<file path="config.mk">
export PLATFORM = sky130hd
export DESIGN_NAME = master_burst_sequencer_flat
export DESIGN_NICKNAME = d
export VERILOG_FILES = /design/src/rtl/master_burst_sequencer_if.sv /design/src/rtl/master_burst_sequencer.sv /design/src/flat_wrapper.sv
export SDC_FILE = /design/constraint.sdc
export NUM_CORES = 1
export LEC_CHECK = 0
export ABC_AREA = 1
export CAP_MARGIN = 20
export CORE_ASPECT_RATIO = 0.75
export CORE_MARGIN = 4
export CORE_UTILIZATION = 45
export CTS_BUF_LIST = sky130_fd_sc_hd__clkbuf_8
export CTS_CLUSTER_SIZE = 14
export DETAILED_ROUTE_END_ITERATION = 10
export DONT_BUFFER_PORTS = 1
export GPL_TIMING_DRIVEN = 0
export HOLD_SLACK_MARGIN = 0.03
export PLACE_DENSITY_LB_ADDON = 0.15
export SYNTH_ARGS = -nofsm -noshare
export SYNTH_HDL_FRONTEND = slang
export SYNTH_SLANG_ARGS = --single-unit
</file>
<file path="constraint.sdc">
create_clock -name clk -period 1.92 [get_ports clk]
set_input_delay 0.288 -clock clk [delete_from_list [all_inputs] [get_ports clk]]
set_output_delay 0.288 -clock clk [all_outputs]
set_load 0.01 [all_outputs]
</file>
<file path="src/rtl/master_burst_sequencer_if.sv">
// Bus-side request/response handshake bundle for one burst sequencer.
// Latency: none (wires only).
// Backpressure: req_valid is held with stable fields until req_ready; rsp_valid has no backpressure.
// Ports: req_valid/req_ready/req_write/req_slave/req_addr/req_wdata (request channel),
//        rsp_valid/rsp_rdata (response channel).
interface master_burst_sequencer_if #(
    parameter int SLAVE_LEN = 2,
    parameter int ADDR_LEN  = 12,
    parameter int DATA_LEN  = 8
);
    logic                 req_valid;
    logic                 req_ready;
    logic                 req_write;
    logic [SLAVE_LEN-1:0] req_slave;
    logic [ADDR_LEN:0]    req_addr;
    logic [DATA_LEN-1:0]  req_wdata;
    logic                 rsp_valid;
    logic [DATA_LEN-1:0]  rsp_rdata;

    // The sequencer drives requests and consumes responses.
    modport master (
        output req_valid, req_write, req_slave, req_addr, req_wdata,
        input  req_ready, rsp_valid, rsp_rdata
    );

    // The bus side accepts requests and produces responses.
    modport slave (
        input  req_valid, req_write, req_slave, req_addr, req_wdata,
        output req_ready, rsp_valid, rsp_rdata
    );
endinterface

</file>
<file path="src/rtl/master_burst_sequencer.sv">
// Expands a read/write request edge into a burst of single-beat bus transactions.
// Latency: first req_valid 1 cycle after the request edge; at least 2 cycles per beat.
// Backpressure: request fields held stable while req_ready is low; no timeout while waiting for ready.
// Ports: clk, reset (sync, active-high); read/write request levels; slave/address/data/burst_num
//        configuration; bus (request/response interface, master side); busy/done/error status,
//        beat_count and rdata_last for display.
module master_burst_sequencer #(
    parameter int SLAVE_LEN = 2,
    parameter int ADDR_LEN  = 12,
    parameter int DATA_LEN  = 8,
    parameter int BURST_LEN = 12,
    parameter int TIMEOUT   = 255
) (
    input  logic                  clk,
    input  logic                  reset,
    input  logic                  read,
    input  logic                  write,
    input  logic [SLAVE_LEN-1:0]  slave,
    input  logic [ADDR_LEN:0]     address,
    input  logic [DATA_LEN-1:0]   data,
    input  logic [BURST_LEN:0]    burst_num,
    master_burst_sequencer_if.master bus,
    output logic                  busy,
    output logic                  done,
    output logic                  error,
    output logic [BURST_LEN:0]    beat_count,
    output logic [DATA_LEN-1:0]   rdata_last
);

    typedef enum logic [1:0] {
        S_IDLE,
        S_ISSUE,
        S_WAIT_RSP,
        S_DONE
    } state_t;

    // Timeout fires on the cycle the counter holds TIMEOUT-1, i.e. the TIMEOUT-th waiting cycle.
    localparam logic [15:0] TMO_LAST = 16'(TIMEOUT - 1);

    state_t               state_q, state_d;
    logic                 read_prev_q, write_prev_q;
    logic                 op_wr_q, op_wr_d;
    logic [SLAVE_LEN-1:0] slave_q, slave_d;
    logic [ADDR_LEN-1:0]  addr_q, addr_d;
    logic [DATA_LEN-1:0]  data_q, data_d;
    logic [BURST_LEN:0]   eff_q, eff_d;
    logic [BURST_LEN:0]   beat_q, beat_d;
    logic [15:0]          tmo_q, tmo_d;
    logic                 err_q, err_d;
    logic [DATA_LEN-1:0]  rdl_q, rdl_d;

    logic                 start_rd, start_wr;
    logic [BURST_LEN:0]   beat_inc;

    // The address MSB is carried on the port but the start address wraps inside ADDR_LEN bits.
    logic unused_addr_msb;
    assign unused_addr_msb = address[ADDR_LEN];

    assign start_rd = read & ~read_prev_q;
    assign start_wr = write & ~write_prev_q;
    assign beat_inc = beat_q + 1'b1;

    always_comb begin
        state_d       = state_q;
        op_wr_d       = op_wr_q;
        slave_d       = slave_q;
        addr_d        = addr_q;
        data_d        = data_q;
        eff_d         = eff_q;
        beat_d        = beat_q;
        tmo_d         = tmo_q;
        err_d         = err_q;
        rdl_d         = rdl_q;
        busy          = 1'b0;
        done          = 1'b0;
        bus.req_valid = 1'b0;
        bus.req_write = 1'b0;
        bus.req_slave = '0;
        bus.req_addr  = '0;
        bus.req_wdata = '0;

        case (state_q)
            S_IDLE: begin
                if (start_rd || start_wr) begin
                    slave_d = slave;
                    addr_d  = address[ADDR_LEN-1:0];
                    data_d  = data;
                    eff_d   = (burst_num == '0) ? (BURST_LEN+1)'(1) : burst_num;
                    // Coincident edges resolve to a read.
                    op_wr_d = start_wr & ~start_rd;
                    beat_d  = '0;
                    err_d   = 1'b0;
                    state_d = S_ISSUE;
                end
            end

            S_ISSUE: begin
                busy          = 1'b1;
                bus.req_valid = 1'b1;
                bus.req_write = op_wr_q;
                bus.req_slave = slave_q;
                bus.req_addr  = {1'b0, addr_q + ADDR_LEN'(beat_q)};
                bus.req_wdata = op_wr_q ? (data_q + DATA_LEN'(beat_q)) : '0;
                if (bus.req_ready) begin
                    tmo_d   = '0;
                    state_d = S_WAIT_RSP;
                end
            end

            S_WAIT_RSP: begin
                busy  = 1'b1;
                tmo_d = tmo_q + 16'd1;
                // A response arriving on the last allowed cycle still counts.
                if (bus.rsp_valid) begin
                    beat_d = beat_inc;
                    if (!op_wr_q) begin
                        rdl_d = bus.rsp_rdata;
                    end
                    state_d = (beat_inc == eff_q) ? S_DONE : S_ISSUE;
                end else if (tmo_q == TMO_LAST) begin
                    err_d   = 1'b1;
                    state_d = S_DONE;
                end
            end

            S_DONE: begin
                done    = 1'b1;
                state_d = S_IDLE;
            end

            default: begin
                state_d = S_IDLE;
            end
        endcase
    end

    always_ff @(posedge clk) begin
        if (reset) begin
            state_q      <= S_IDLE;
            // Prev registers start high so a level held through reset release is not an edge.
            read_prev_q  <= 1'b1;
            write_prev_q <= 1'b1;
            op_wr_q      <= 1'b0;
            slave_q      <= '0;
            addr_q       <= '0;
            data_q       <= '0;
            eff_q        <= '0;
            beat_q       <= '0;
            tmo_q        <= '0;
            err_q        <= 1'b0;
            rdl_q        <= '0;
        end else begin
            state_q      <= state_d;
            read_prev_q  <= read;
            write_prev_q <= write;
            op_wr_q      <= op_wr_d;
            slave_q      <= slave_d;
            addr_q       <= addr_d;
            data_q       <= data_d;
            eff_q        <= eff_d;
            beat_q       <= beat_d;
            tmo_q        <= tmo_d;
            err_q        <= err_d;
            rdl_q        <= rdl_d;
        end
    end

    assign error      = err_q;
    assign beat_count = beat_q;
    assign rdata_last = rdl_q;

endmodule

</file>
<file path="src/flat_wrapper.sv">
// flat-port wrapper written by rule: the top's interface ports become plain ports
module master_burst_sequencer_flat 
#(
    parameter int SLAVE_LEN = 2,
    parameter int ADDR_LEN  = 12,
    parameter int DATA_LEN  = 8,
    parameter int BURST_LEN = 12,
    parameter int TIMEOUT   = 255
)
  (clk, reset, read, write, slave, address, data, burst_num, busy, done, error, beat_count, rdata_last, bus_req_valid, bus_req_write, bus_req_slave, bus_req_addr, bus_req_wdata, bus_req_ready, bus_rsp_valid, bus_rsp_rdata);
  master_burst_sequencer_if #(.SLAVE_LEN(SLAVE_LEN), .ADDR_LEN(ADDR_LEN), .DATA_LEN(DATA_LEN)) bus_i ();
  input  logic clk;
  input  logic reset;
  input  logic read;
  input  logic write;
  input  logic [SLAVE_LEN-1:0] slave;
  input  logic [ADDR_LEN:0] address;
  input  logic [DATA_LEN-1:0] data;
  input  logic [BURST_LEN:0] burst_num;
  output logic busy;
  output logic done;
  output logic error;
  output logic [BURST_LEN:0] beat_count;
  output logic [DATA_LEN-1:0] rdata_last;
  output wire logic [$bits(bus_i.req_valid)-1:0] bus_req_valid;
  output wire logic [$bits(bus_i.req_write)-1:0] bus_req_write;
  output wire logic [$bits(bus_i.req_slave)-1:0] bus_req_slave;
  output wire logic [$bits(bus_i.req_addr)-1:0] bus_req_addr;
  output wire logic [$bits(bus_i.req_wdata)-1:0] bus_req_wdata;
  input wire logic [$bits(bus_i.req_ready)-1:0] bus_req_ready;
  input wire logic [$bits(bus_i.rsp_valid)-1:0] bus_rsp_valid;
  input wire logic [$bits(bus_i.rsp_rdata)-1:0] bus_rsp_rdata;
  assign bus_req_valid = bus_i.req_valid;
  assign bus_req_write = bus_i.req_write;
  assign bus_req_slave = bus_i.req_slave;
  assign bus_req_addr = bus_i.req_addr;
  assign bus_req_wdata = bus_i.req_wdata;
  assign bus_i.req_ready = bus_req_ready;
  assign bus_i.rsp_valid = bus_rsp_valid;
  assign bus_i.rsp_rdata = bus_rsp_rdata;
  master_burst_sequencer #(.SLAVE_LEN(SLAVE_LEN), .ADDR_LEN(ADDR_LEN), .DATA_LEN(DATA_LEN), .BURST_LEN(BURST_LEN), .TIMEOUT(TIMEOUT)) u_core (.clk(clk), .reset(reset), .read(read), .write(write), .slave(slave), .address(address), .data(data), .burst_num(burst_num), .bus(bus_i), .busy(busy), .done(done), .error(error), .beat_count(beat_count), .rdata_last(rdata_last));
endmodule
</file>
# After elaboration in Yosys (flattened, before gate mapping)
# Index checks and enable logic that the tools add are counted.
totals:
  elab_cells: 70
  in_bits: 50
  ff_bits: 78
  output_inout_bits: 49
op_classes:
  bitwise: 7
  reduce_logical: 12
  eq_ne: 11
  n_addsub: 4
  mux: 24
ops:
  columns: ["cell", "n"]
  rows:
  - ["13-bit two-way mux", 3]
  - ["16-bit one-hot mux with 2 select lines", 1]
  - ["13-bit one-hot mux with 2 select lines", 1]
  - ["16-bit by 1-bit adder with 16-bit output, second input constant", 1]
  - ["16-bit by 8-bit equality test with 1-bit output, second input constant", 1]
  - ["16-bit two-way mux", 1]
  - ["8-bit two-way mux", 2]
  - ["13-bit by 1-bit adder with 13-bit output, second input constant", 1]
  - ["13-bit equality test", 1]
  - ["13-bit zero test", 1]
  - ["12-bit adder", 1]
  - ["12-bit two-way mux", 1]
  - ["2-bit two-way mux", 6]
  - ["3-bit AND reduction", 3]
  - ["8-bit adder", 1]
  - ["2-bit one-hot mux with 4 select lines", 1]
  - ["1-bit two-way mux", 7]
  - ["2-bit inequality test, second input constant", 3]
  - ["2-bit equality test, second input constant", 2]
  - ["2-bit by 1-bit inequality test with 1-bit output, second input constant", 2]
  - ["1-bit NOT", 4]
  - ["2-bit AND reduction", 2]
  - ["4-bit AND reduction", 1]
  - ["2-bit nonzero test", 2]
  - ["7 further kinds", 9]

# Depth between registers and ports, before layout
# Gate-level depths: netlist of run 1.
depth:
  ltp_word: 5
  ltp_mapped: 12

# Worst setup path before layout of run 1
# No wires, ideal clock.
synth_path:
  kind: "register -> output"
  from: "reg u_core.beat_q[0], in the netlist u_core.beat_count[0]"
  to: "out bus_req_wdata[6]"
  required_ns: 1.632
  path_buffers: 0
  stages_incl_launch_ff: 12
  arrival_time_ns: 1.876
  setup_slack_ns: -0.244
  cell_sequence: "dfxtp_1 > ha_1 > fa_1 > nand2_1 > inv_1 > o21ai_0 > a21boi_0 > nor2_1 > nor2_1 > nor2_1 > o21ai_0 > a21oi_1"
synth_between:
  elab_chain_cells: 3
synth_rtl:
  columns: ["item", "line", "text"]
  rows:
  - ["start: declaration", "master_burst_sequencer.sv:47", "logic [BURST_LEN:0] beat_q, beat_d;"]
  - ["start signal: assignment", "master_burst_sequencer.sv:161", "beat_q <= beat_d;"]
  - ["8-bit adder", "master_burst_sequencer.sv:103", "bus.req_wdata = op_wr_q ? (data_q + DATA_LEN'(beat_q)) : '0;"]
  - ["8-bit two-way mux", "master_burst_sequencer.sv:103", null]
  - ["8-bit two-way mux", "master_burst_sequencer.sv:82", "case (state_q)"]
  - ["end: declaration", "flat_wrapper.sv:29", "output wire logic [$bits(bus_i.req_wdata)-1:0] bus_req_wdata;"]
# No other way between the ends.

# Worst setup path after layout of run 1
# Same ends and word-level chain as after synthesis.

==> impl_metrics.env, run 1 <==
export IMPL_synth_common_cells="nand2_1, a21oi_1, dfxtp_1"
export IMPL_hold_class="in2reg"
export IMPL_critPathSlowestCell="dfxtp_4"
export IMPL_ys_ff_latch=78
export IMPL_core_mm2=0.00974
export IMPL_grt_ovfl_total=0
export IMPL_cts_sinks=78
export IMPL_cts_htree_levels=3
export IMPL_tns_ns=-3.65
export IMPL_crit_path_frequent_cell="nor2_1"
export IMPL_rsz0062_at_grt="true"
export IMPL_port_buffers=0
export IMPL_violations="negative setup slack"
export IMPL_worstPathArrival_ns=2.17
export IMPL_layout_nets=786
export IMPL_peakVddDrop_v=0.000612
export IMPL_drtIter0Drc=351
export IMPL_worst_slack_ns=-0.541
export IMPL_status="finished with violations"
export IMPL_drive_gt1_frac=0.265
export IMPL_cap_violations=0
export IMPL_syn_avg_cell_area_um2=6.78
export IMPL_worstSetupEndpointType="output pin"
export IMPL_dieArea_mm2=0.0117
export IMPL_clkTransAtPathRegs_ns=0.08
export IMPL_diodes=0
export IMPL_dr_total_vias=4612
export IMPL_area_growth_pct=29.3
export IMPL_max_stage_delay_ns=0.41
export IMPL_synthCells=665
export IMPL_clockBufferDepth=2
export IMPL_crit_chain="ha_4 > fa_2 > nand2_2 > inv_2 > o21ai_4 > a21boi_2 > nor2_1 > nor2_1 > nor2_2 > o21ai_2 > a21oi_2"
export IMPL_tightest_slew_ns=0.666
export IMPL_path_max_fanout=5
export IMPL_power_density_mw_per_mm2=818
export IMPL_wl_per_cell_um=16.6
export IMPL_cts_tree="built"
export IMPL_drc=0
export IMPL_ant_nets=0
export IMPL_whs_ns=0.0688
export IMPL_setup_viol=15
export IMPL_dr_pass1_iters=5
export IMPL_wl_um=14000
export IMPL_yosysSeqAreaShare=0.346
export IMPL_period_needed_ns=2.46
export IMPL_p_leak_nw=2.29
export IMPL_final_area_mm2=0.00583
export IMPL_start_util=0.463
export IMPL_yosysMostFrequentCell="nand2_1"
export IMPL_path_class="reg2out"
export IMPL_final_core_util=0.599
export IMPL_grt_max_degree=13
export IMPL_grt_pass1_vias=4312
export IMPL_placed_area_mm2=0.00470
export IMPL_cts_buffers_inserted=9
export IMPL_die_w_um=124
export IMPL_cts_root_buf="clkbuf_8"
export IMPL_fill_cells=912
export IMPL_netlist_area_leader_share=0.346
export IMPL_synth_cell_types=40
export IMPL_grt_pass1_wl_um=21600
export IMPL_place_hpwl_um=9610
export IMPL_clock_skew_ns=0.00949
export IMPL_max_slew_margin_rel=0.556
export IMPL_synth_edf_count=0
export IMPL_fin_crit_sh=1.28
export IMPL_routabilityCongestion=0.903
export IMPL_timing_final_max_slew_violations=0
export IMPL_synth_area_mm2=0.00451
export IMPL_synth_area_leaders="dfxtp_1, nand2_1, a21oi_1, ha_1, nor2_1"
export IMPL_dieHeight_um=94.7
export IMPL_start_kind="register"
export IMPL_row_count=31
export IMPL_max_freq_ghz=0.406
export IMPL_grt_total_usage=0.237
export IMPL_ys_warn_count=0
export IMPL_synthFlopType="dfxtp_1"
export IMPL_synthArstFlopShare=0
export IMPL_via_per_inst=5.46
export IMPL_syn_nets=742
export IMPL_critPathRequiredTime_ns=1.63
export IMPL_clk_latency_ns=0.36
export IMPL_report_final_hold_viol_count=0
export IMPL_synth_top_area_cell="dfxtp_1"
export IMPL_antenna_found_initial=0
export IMPL_io_pins=99
==> what timing repair did <==
action	CTS	global route
gates cloned	0	1
endpoints found under the setup margin	69	70
gates resized for setup	124	53
pin swaps	27	24
hold buffers	2	0
buffers inserted	23	8
endpoints found under the hold margin	2	0
==> path summary, 6_finish.rpt <==
kind | start | cells after the start | end | slack (ns)
max | u_core.beat_count[0] | 11 | bus_req_wdata[6] | -0.54
min | bus_rsp_rdata[0] | 2 | u_core.rdata_last[0] | 0.07
max reg2reg | u_core.beat_count[1] | 11 | u_core.state_q[1] | 0.06
min reg2reg | u_core.slave_q[1] | 2 | u_core.slave_q[1] | 0.47
==> per-stage QoR <==
| stage | power (mW) | worst slack (ns) | instances |
|---|---|---|---|
| 6_report | 4.77 | -0.541 | 845 |
| 5_1_grt | 5.04 | -0.634 | 845 |
| 4_1_cts | 4.69 | -0.523 | 837 |
| 3_5_place_dp | 3.03 | -0.416 | 797 |
| 3_3_place_gp | 3.01 | -0.362 | 797 |
| 2_1_floorplan | 2.73 | -0.0559 | 665 |
==> cells in the final DEF, fill, tap and decap left out, types with 4 or more instances in the layout <==
| cell type | synthesis | layout |
|---|---|---|
| a21oi_1 | 85 | 65 |
| a21oi_2 | 0 | 15 |
| a21oi_4 | 1 | 6 |
| buf_2 | 1 | 4 |
| buf_4 | 2 | 25 |
| buf_6 | 0 | 4 |
| clkbuf_1 | 15 | 7 |
| clkbuf_4 | 0 | 4 |
| clkbuf_8 | 0 | 11 |
| dfxtp_1 | 78 | 65 |
| dfxtp_4 | 0 | 12 |
| ha_1 | 25 | 8 |
| ha_4 | 0 | 17 |
| inv_1 | 65 | 57 |
| inv_2 | 3 | 8 |
| nand2_1 | 167 | 158 |
| nand2_2 | 3 | 10 |
| nand3_1 | 37 | 33 |
| nand3_2 | 2 | 6 |
| nand3b_1 | 7 | 7 |
| nand4_1 | 10 | 10 |
| nor2_1 | 69 | 54 |
| nor2_2 | 4 | 16 |
| nor2_4 | 2 | 6 |
| nor3_1 | 6 | 4 |
| nor4_1 | 5 | 5 |
| o21ai_0 | 40 | 25 |
| o21ai_1 | 1 | 5 |
| o21ai_2 | 0 | 9 |
| or2_2 | 5 | 5 |
| xor2_1 | 7 | 5 |
==> where the power goes <==
group	switching (mW)	internal, mW	leakage [nW]	total (mW)
clock	0.611	0.792	0.113	1.40
combinational	0.901	0.541	1.53	1.44
sequential	0.162	1.76	0.643	1.92
total	1.67	3.10	2.29	4.77
==> sequential cells by signal, summed over array words and instances (netlist names) <==
register             cells
u_core.write_prev_q      1
u_core.error             1
u_core.rdata_last        8
u_core.addr_q           12
u_core.op_wr_q           1
u_core.slave_q           2
u_core.state_q           2
u_core.data_q            8
u_core.read_prev_q       1
u_core.eff_q            13
u_core.tmo_q            16
u_core.beat_count       13
==> metal layers <==
metal,wire length [um],part of all wire,vias up,global-route usage
li1,-,-,2283,-
met1,6620,0.47,2127,0.332
met2,6170,0.44,179,0.361
met3,1040,0.074,23,0.0653
met4,156,0.011,0,0.0562
met5,0,0,-,0
==> worst max-delay path: cells and delay by family (launching register included) <==
family                     cells  cell delay, ns
buffers and inverters          1            0.05
and+or+nand+nor                4            0.37
AOI/OAI and AO/OA              4            0.47
adders and majority gates      2            0.52
DFF                            1            0.41
==> cells by family after synthesis <==
group	share of synthesized area
and+or+nand+nor	0.316
AOI/OAI and AO/OA	0.167
buffers and inverters	0.0746
DFF	0.346
adders and majority gates	0.0782
xor gates and xnor gates	0.0175
other	0.000831
==> layout make-up <==
| class | count | area (um2) | area share |
|---|---|---|---|
| Buffer | 19 | 101 | 0.0174 |
| Clock buffer | 11 | 151 | 0.0260 |
| Clock inverter | 4 | 71.3 | 0.0122 |
| Inverter | 68 | 270 | 0.0464 |
| Multi-Input combinational cell | 501 | 3210 | 0.550 |
| Sequential cell | 78 | 1610 | 0.276 |
| Tap cell | 132 | 165 | 0.0283 |
| Timing Repair Buffer | 32 | 255 | 0.0438 |
Note: power is estimated with default switching activity, not from simulation.
==> run 2, diff against run 1 <==
Settings changed: PLACE_DENSITY_LB_ADDON 0.15 to unset.
==> run 2 against run 1 <==
The flow still finishes with violations (negative setup slack). Non-clock buffer count down 1. First-iteration DRC count up 2.3%. Sequential power about the same. Flip-flop and latch count unchanged. Routed wire length about the same. Sequential share of layout area up 0.64 points. Clock skew down 0.00064 ns. Combinational power down 3%. Register-to-register slack about the same. Critical endpoint unchanged. Largest cell class unchanged.
==> impl_metrics.env, run 2 (synthesis results as in run 1) <==
export IMPL_dieHeight_um=94.7
export IMPL_largest_reg_flops=16
export IMPL_worstPathArrival_ns=2.20
export IMPL_cts_sinks=78
export IMPL_report_final_hold_viol_count=0
export IMPL_path_class="reg2out"
export IMPL_port_buffers=0
export IMPL_final_area_mm2=0.00568
export IMPL_critPathRequiredTime_ns=1.63
export IMPL_holdPathEnd="u_core.addr_q[7]"
export IMPL_via_per_inst=5.48
export IMPL_diodes=0
export IMPL_wl_um=14000
export IMPL_io_pins=99
export IMPL_clk_latency_ns=0.36
export IMPL_crit_chain="ha_4 > fa_2 > nand2_2 > inv_2 > o21ai_4 > a21boi_2 > nor2_1 > nor2_1 > nor2_1 > o21ai_1 > a21oi_2"
export IMPL_dr_total_vias=4621
export IMPL_worst_slack_ns=-0.567
export IMPL_layout_nets=785
export IMPL_layout_commonest_cell="nand2_1"
export IMPL_rsz0062_at_grt="true"
export IMPL_tns_ns=-4.68
export IMPL_cp_depth=11
export IMPL_tightest_slew_ns=0.594
export IMPL_crit_path_frequent_cell="nor2_1"
export IMPL_cp_buffers_inverters=1
export IMPL_ant_nets=0
export IMPL_fin_crit_sh=1.30
export IMPL_dieArea_mm2=0.0117
export IMPL_placed_area_mm2=0.00470
export IMPL_start_kind="register"
export IMPL_grt_ovfl_total=0
export IMPL_wl_per_cell_um=16.6
export IMPL_path_max_fanout=5
export IMPL_dp_cells=797
export IMPL_layout_common_cells="nand2_1, a21oi_1, dfxtp_1"
export IMPL_final_cells=844
export IMPL_grt_pass1_vias=4122
export IMPL_clkTransAtPathRegs_ns=0.09
export IMPL_row_count=31
export IMPL_critPathSlowestCell="dfxtp_4"
export IMPL_max_freq_ghz=0.402
export IMPL_antenna_found_initial=0
export IMPL_rr_worst_depth=11
export IMPL_cts_htree_levels=3
export IMPL_dr_pass1_iters=5
export IMPL_clock_skew_ns=0.00885
export IMPL_r2r_setup_slack_ns=0.07
export IMPL_cts_root_buf="clkbuf_8"
export IMPL_worstHoldPathCells=2
export IMPL_worstHoldStart="address[7]"
export IMPL_grt_max_degree=13
export IMPL_p_leak_nw=2.28
export IMPL_cts_buffers_inserted=9
export IMPL_violations="negative setup slack"
export IMPL_drc=0
export IMPL_timing_rr_end="u_core.state_q[1]"
export IMPL_drtIter0Drc=359
export IMPL_grt_total_usage=0.230
export IMPL_peakVddDrop_v=0.000573
export IMPL_core_mm2=0.00974
export IMPL_clockBufferDepth=2
export IMPL_setup_viol=18
export IMPL_max_slew_margin_rel=0.604
export IMPL_largest_register="u_core.tmo_q"
export IMPL_area_growth_pct=25.9
export IMPL_grt_pass1_wl_um=21000
export IMPL_max_stage_delay_ns=0.41
export IMPL_whs_ns=0.0639
export IMPL_worstSetupEndpointType="output pin"
export IMPL_start_util=0.463
export IMPL_period_needed_ns=2.49
export IMPL_cap_violations=0
export IMPL_final_core_util=0.583
export IMPL_die_w_um=124
export IMPL_timing_final_max_slew_violations=0
export IMPL_place_hpwl_um=9790
export IMPL_status="finished with violations"
export IMPL_crit_reg2reg_launch="u_core.beat_count[0]"
export IMPL_cp_top_family="adder cells"
export IMPL_routabilityCongestion=0.887
export IMPL_cts_tree="built"
export IMPL_hold_class="in2reg"
export IMPL_power_density_mw_per_mm2=816
export IMPL_drive_gt1_frac=0.235
## run 2: cell types whose count changed in the layout (fill, tap and decap cells not counted), moves of 5 or more
cell | before | now
nor2_1 | 54 | 59
nor2_2 | 16 | 11
o21ai_0 | 25 | 30
o21ai_2 | 9 | 1
## run 2: cell type report
type / instances / area [um2]
Buffer: 18 / 93.8
Clock buffer: 9 / 124
Clock inverter: 6 / 78.8
Fill cell: 924 / 4060
Inverter: 68 / 277
Multi-Input combinational cell: 501 / 3080
Sequential cell: 78 / 1600
Tap cell: 132 / 165
Timing Repair Buffer: 32 / 256
## run 2: layer usage
layer	global-route usage	share of wire	vias to the layer above	routed length, um
met4	0.0562	0.015	0	213
li1	-	-	2278	-
met1	0.324	0.46	2145	6480
met3	0.0557	0.074	21	1040
met5	0	0	-	0
met2	0.353	0.45	177	6260
## run 2: what timing repair did
item / in CTS / in global routing
setup endpoints to repair: 69 / 74
gates cloned: 0 / 1
setup buffers: 14 / 16
resized for setup: 85 / 62
hold endpoints to repair: 2 / 0
pin swaps: 17 / 35
hold buffers: 2 / 0
## run 2: per-stage QoR
stage                     power, mW  setup slack [ns]
after detailed placement       3.04            -0.401
after CTS                      4.52            -0.563
final                          4.63            -0.567
after global placement         3.01            -0.335
after global routing           4.88            -0.693
after floorplan                2.73           -0.0559
## run 2: worst max path at each step
stage                              start          endpoint  slack [ns]
CTS                 u_core.beat_count[0]  bus_req_wdata[6]       -0.56
detailed placement  u_core.beat_count[2]  bus_req_wdata[6]       -0.40
global route        u_core.beat_count[0]  bus_req_wdata[6]       -0.69
finish              u_core.beat_count[0]  bus_req_wdata[6]       -0.57
global placement    u_core.beat_count[3]   bus_req_addr[8]       -0.33
floorplan           u_core.beat_count[0]  bus_req_wdata[6]       -0.06
## run 2: power breakdown
group	leakage [nW]	internal (mW)	total, mW	switching [mW]
sequential	0.643	1.77	1.92	0.151
combinational	1.53	0.507	1.39	0.888
clock	0.110	0.714	1.32	0.609
